<file path="src/rtl/id_ex_stage.sv">
// ID/EX pipeline register with load-use hazard detection, flush/hold control
// and a saturating bubble counter.
module id_ex_stage #(
  parameter int XLEN  = 32,
  parameter int CNT_W = 16
) (
  input  logic             clk,
  input  logic             rst_n,
  input  logic             id_valid,
  input  logic [4:0]       id_rs1,
  input  logic [4:0]       id_rs2,
  input  logic [4:0]       id_rd,
  input  logic             id_uses_rs1,
  input  logic             id_uses_rs2,
  input  logic [XLEN-1:0]  id_rs1_data,
  input  logic [XLEN-1:0]  id_rs2_data,
  input  logic [XLEN-1:0]  id_imm,
  input  logic [XLEN-1:0]  id_pc,
  input  logic             id_reg_write,
  input  logic             id_mem_read,
  input  logic             id_mem_write,
  input  logic             id_mem_to_reg,
  input  logic             id_alu_src,
  input  logic             id_branch,
  input  logic [3:0]       id_alu_op,
  input  logic             flush,
  input  logic             ex_busy,
  output logic             stall_if,
  output logic             ID_EX_valid,
  output logic [4:0]       ID_EX_rs1,
  output logic [4:0]       ID_EX_rs2,
  output logic [4:0]       ID_EX_rd,
  output logic [XLEN-1:0]  ID_EX_rs1_data,
  output logic [XLEN-1:0]  ID_EX_rs2_data,
  output logic [XLEN-1:0]  ID_EX_imm,
  output logic [XLEN-1:0]  ID_EX_pc,
  output logic             ID_EX_reg_write,
  output logic             ID_EX_mem_read,
  output logic             ID_EX_mem_write,
  output logic             ID_EX_mem_to_reg,
  output logic             ID_EX_alu_src,
  output logic             ID_EX_branch,
  output logic [3:0]       ID_EX_alu_op,
  output logic [CNT_W-1:0] bubble_count
);

  localparam logic [1:0] ACT_LOAD   = 2'd0;
  localparam logic [1:0] ACT_HOLD   = 2'd1;
  localparam logic [1:0] ACT_BUBBLE = 2'd2;
  localparam logic [1:0] ACT_FLUSH  = 2'd3;

  localparam int SW = 1 + 15 + 4*XLEN + 6 + 4;

  logic [SW-1:0]    stage_q, stage_d, capture;
  logic [CNT_W-1:0] cnt_q, cnt_d;
  logic [1:0]       act;
  logic             load_use;
  logic [5:0]       ctrl_in;

  // Stage register layout, MSB first: valid, rs1, rs2, rd, rs1_data, rs2_data,
  // imm, pc, {reg_write, mem_read, mem_write, mem_to_reg, alu_src, branch}, alu_op.
  assign {ID_EX_valid, ID_EX_rs1, ID_EX_rs2, ID_EX_rd, ID_EX_rs1_data,
          ID_EX_rs2_data, ID_EX_imm, ID_EX_pc, ID_EX_reg_write, ID_EX_mem_read,
          ID_EX_mem_write, ID_EX_mem_to_reg, ID_EX_alu_src, ID_EX_branch,
          ID_EX_alu_op} = stage_q;

  assign load_use = ID_EX_valid & ID_EX_mem_read & (ID_EX_rd != 5'd0) & id_valid &
                    ((id_uses_rs1 & (id_rs1 == ID_EX_rd)) |
                     (id_uses_rs2 & (id_rs2 == ID_EX_rd)));

  assign stall_if = ~flush & (ex_busy | load_use);

  always_comb begin
    if (flush)         act = ACT_FLUSH;
    else if (ex_busy)  act = ACT_HOLD;
    else if (load_use) act = ACT_BUBBLE;
    else               act = ACT_LOAD;
  end

  // An empty decode slot still captures its fields, but must never write or access memory.
  assign ctrl_in = id_valid ? {id_reg_write, id_mem_read, id_mem_write,
                               id_mem_to_reg, id_alu_src, id_branch} : 6'd0;

  assign capture = {id_valid, id_rs1, id_rs2, id_rd, id_rs1_data, id_rs2_data,
                    id_imm, id_pc, ctrl_in, id_alu_op};

  always_comb begin
    stage_d = stage_q;
    cnt_d   = cnt_q;
    case (act)
      ACT_FLUSH:  stage_d = '0;
      ACT_HOLD:   stage_d = stage_q;
      ACT_BUBBLE: begin
        stage_d = '0;
        if (cnt_q != {CNT_W{1'b1}}) cnt_d = cnt_q + {{(CNT_W-1){1'b0}}, 1'b1};
      end
      default:    stage_d = capture;
    endcase
  end

  always_ff @(posedge clk or negedge rst_n) begin
    if (!rst_n) begin
      stage_q <= '0;
      cnt_q   <= '0;
    end else begin
      stage_q <= stage_d;
      cnt_q   <= cnt_d;
    end
  end

  assign bubble_count = cnt_q;

endmodule

</file>
<file path="config.mk">
export PLATFORM = sky130hd
export DESIGN_NAME = id_ex_stage
export DESIGN_NICKNAME = d
export VERILOG_FILES = /design/src/rtl/id_ex_stage.sv
export SDC_FILE = /design/constraint.sdc
export NUM_CORES = 1
export LEC_CHECK = 0
export CAP_MARGIN = 20
export CELL_PAD_IN_SITES_DETAIL_PLACEMENT = 1
export CELL_PAD_IN_SITES_GLOBAL_PLACEMENT = 2
export CORE_MARGIN = 5
export CORE_UTILIZATION = 23
export CTS_BUF_LIST = sky130_fd_sc_hd__clkbuf_8
export DETAILED_ROUTE_END_ITERATION = 12
export GPL_ROUTABILITY_DRIVEN = 0
export PLACE_DENSITY_LB_ADDON = 0.1
export SLEW_MARGIN = 20
export SYNTH_ARGS = -nofsm -noshare
export SYNTH_HDL_FRONTEND = slang
export SYNTH_SLANG_ARGS = --single-unit
</file>
<file path="constraint.sdc">
create_clock -name clk -period 2.05 [get_ports clk]
set_input_delay 0.615 -clock clk [delete_from_list [all_inputs] [get_ports clk]]
set_output_delay 0.615 -clock clk [all_outputs]
set_load 0.01 [all_outputs]
</file>
==> results.yml <==
outcome:
  status: "finished, violations left"
  violations: "negative setup slack"
place:
  io_buffers: 330
  preCtsSetupSlack_ps: -1040
  dpl.hpwl_um: 18100
  dpl_cell_area_um2: 10500
timing:
  setup_viol: 1
  rsz0062_at_grt: "yes"
  tightestPinTransition_ps: 581
  fmax_mhz: 420
  setup_slack_ps: -330
  min_period_over_period_pct: 116
  final.min_clock_period_ps: 2380
  finalHoldViolCount: 0
  tns_ps: -330
  finClkSkew_ps: 17.5
  maxSlewViolCount: 0
  max-slew-margin-rel_pct: 60.7
route:
  ant_nets: 0
  via_count: 5375
  drc: 0
  viasPerCell: 4.51
  wl_per_cell_um: 20.6
  routed_wirelength_um: 24500
  firstDrtPassIters: 4
  first_iter_violations: 232
global_route:
  grt_first_pass_wirelength_um: 36700
  grt_max_degree: 64
  grt_pass1_vias: 5941
  grt-ovfl-total: 0
  antenna_found_initial: 3
  grt_util_all_layers_pct: 15.3
worst_hold_path:
  hold_class: "in2async"
logic_synthesis:
  yosysUniqueCellTypes: 30
  synth_flop_cell: "dfrtp_1"
  synth_nets: 599
  synth-seq-cells: 170
  synth_cells: 438
  synth.avg_cell_area_um2: 14.5
  synthesis.area_um2: 6370
  ys_seq_area_share_pct: 66.8
  synthArstFlopShare_pct: 100
  yosys_warnings: 0
  synth_edf_count: 0
job:
  drv_cap: 0
floorplan:
  coreArea_um2: 27600
  die_area_um2: 31100
  rows: 61
  pin_count: 331
  dieWidth_um: 176
  initial_core_util_pct: 23.1
  die_height_um: 176
setup_path:
  reg2reg_from: "stage_q[140]"
  critPathMaxFanout: 4
  slowest_delay_ps: 480
  cp.buffers_inverters: 1
  worstPathRequired_ps: 1430
  worstPathArrival_ps: 1770
  reg2reg_depth: 8
  critPathKind: "reg2out"
  crit_family: "flip-flops"
  cp-start-kind: "flip-flop"
  cp_slowest_cell: "dfrtp_2"
  reg2reg_slack_ps: 10
  timing.rr.end: "stage_q[36]"
  path_cells: "xnor2_2 > nand4_1 > o22ai_4 > a21oi_2 > nor2_2 > buf_2"
  critPathCaptureType: "primary output"
pwr:
  power.internal_mw: 5.46
  power_frac_clock_pct: 35.2
  total_leakage_power_nw: 6.23
  powerDensity_nw_per_um2: 671
  p_switching_mw: 1.98
  p_sw_share_pct: 26.6
  p_seq_share_pct: 48.6
  comb_power_share_pct: 16.2
  ir_worst_vdd_uv: 370
cts:
  clkLatencyLatePin_ps: 450
  htreeDepth: 4
  clock-sinks: 170
  cts_tree: "done"
  path_clk_slew_ps: 100
  numCtsBuffers: 17
  root_buffer: "clkbuf_8"
  clk_path_buf_depth: 2
final_layout:
  layout.nets: 959
  syn_to_final_growth_pct: 74.4
  layout_commonest_cell: "clkdlybuf4s50_1"
  layout_common_cells: "clkdlybuf4s50_1, dfrtp_1, a22o_1, dlymetal6s2s_1, dlygate4sd2_1"
  drive_above_1_share_pct: 13.0
  final_cell_area_um2: 11100
==> final cells by class <==
class,count,area [µm²]
diodes,3,7.51
multi-input cells,230,2010
clock buffers,17,234
fillers,2878,16400
repair buffers,378,3930
clock inverters,14,185
inverters,1,3.75
well taps,378,473
flip-flops and latches,170,4260
==> Yosys cell counts (all sizes together) (2+ instances only) <==
| cell | n | share of area (%) |
|---|---|---|
| clkbuf | 16 | 0.94 |
| a32o | 6 | 0.94 |
| xor2 | 2 | 0.28 |
| nor3b | 2 | 0.24 |
| nor3 | 4 | 0.31 |
| nand4 | 8 | 0.79 |
| nand2 | 7 | 0.45 |
| a22o | 148 | 20 |
| nor2 | 3 | 0.18 |
| xnor2 | 23 | 3.2 |
| a21oi | 2 | 0.22 |
| and4 | 2 | 0.28 |
| buf | 21 | 2.4 |
| and3 | 4 | 0.39 |
| dfrtp | 170 | 67 |
| nand3 | 9 | 0.71 |
==> state kept, by name (all words and copies together), names as in the netlist <==
name          flops
bubble_count     16
stage_q         154
==> layer usage <==
metal / part of all wire [%] / vias up / GRT usage [%]
met2: 51 / 192 / 25.9
li1: - / 2393 / -
met4: 2.7 / 0 / 5.74
met5: 0 / - / 0
met3: 6.1 / 31 / 4.22
met1: 40 / 2759 / 18.7
==> cell families (layout without fill, tap and decap cells) <==
kind of cell | after synthesis | after routing | share of synthesized area, %
fa+ha+maj | 1 | 1 | 0.196
buf+inv | 38 | 410 | 3.44
compound gates | 160 | 160 | 22.2
xor+xnor | 25 | 25 | 3.44
flops | 170 | 170 | 66.8
mux | 1 | 1 | 0.177
other cells | 0 | 3 | 0
simple gates | 43 | 43 | 3.75
==> metrics by stage <==
stage,util [%],total power [mW],std cells,hold WS [ps]
after floorplan,-,4.05,438,319
after CTS,39.5,7.62,1188,60.6
after detailed placement,38.0,4.96,1150,485
final,40.3,7.45,1191,75.3
after global routing,40.3,7.82,1191,58.9
after global placement,38.0,4.94,1150,479
==> power groups by stage <==
stage | Clock [mW] | Combinational (mW) | Sequential [mW]
2_1_floorplan | 0 | 0.290 | 3.76
3_3_place_gp | 0 | 1.26 | 3.68
3_5_place_dp | 0 | 1.27 | 3.69
4_1_cts | 2.74 | 1.25 | 3.63
5_1_grt | 2.88 | 1.29 | 3.64
6_report | 2.62 | 1.21 | 3.62
==> what timing repair did <==
action / 4_1_cts / 5_1_grt
hold buffers: 0 / 0
resized for setup: 76 / 79
pin swaps: 12 / 1
endpoints found under the setup margin: 213 / 212
setup buffers: 7 / 0
gates cloned: 0 / 0
==> worst max-delay path by stage <==
stage / startpoint / cells after the start / to / slack (ps)
after floorplan: id_rs1[3] / 6 / stall_if / -30
after global placement: id_rs2[1] / 7 / stall_if / -1030
after detailed placement: id_rs2[2] / 7 / stall_if / -1040
after CTS: stage_q[138] / 6 / stall_if / -410
after global routing: stage_q[139] / 6 / stall_if / -450
final: stage_q[140] / 6 / stall_if / -330
No activity file was read; power rests on OpenSTA's default activity.
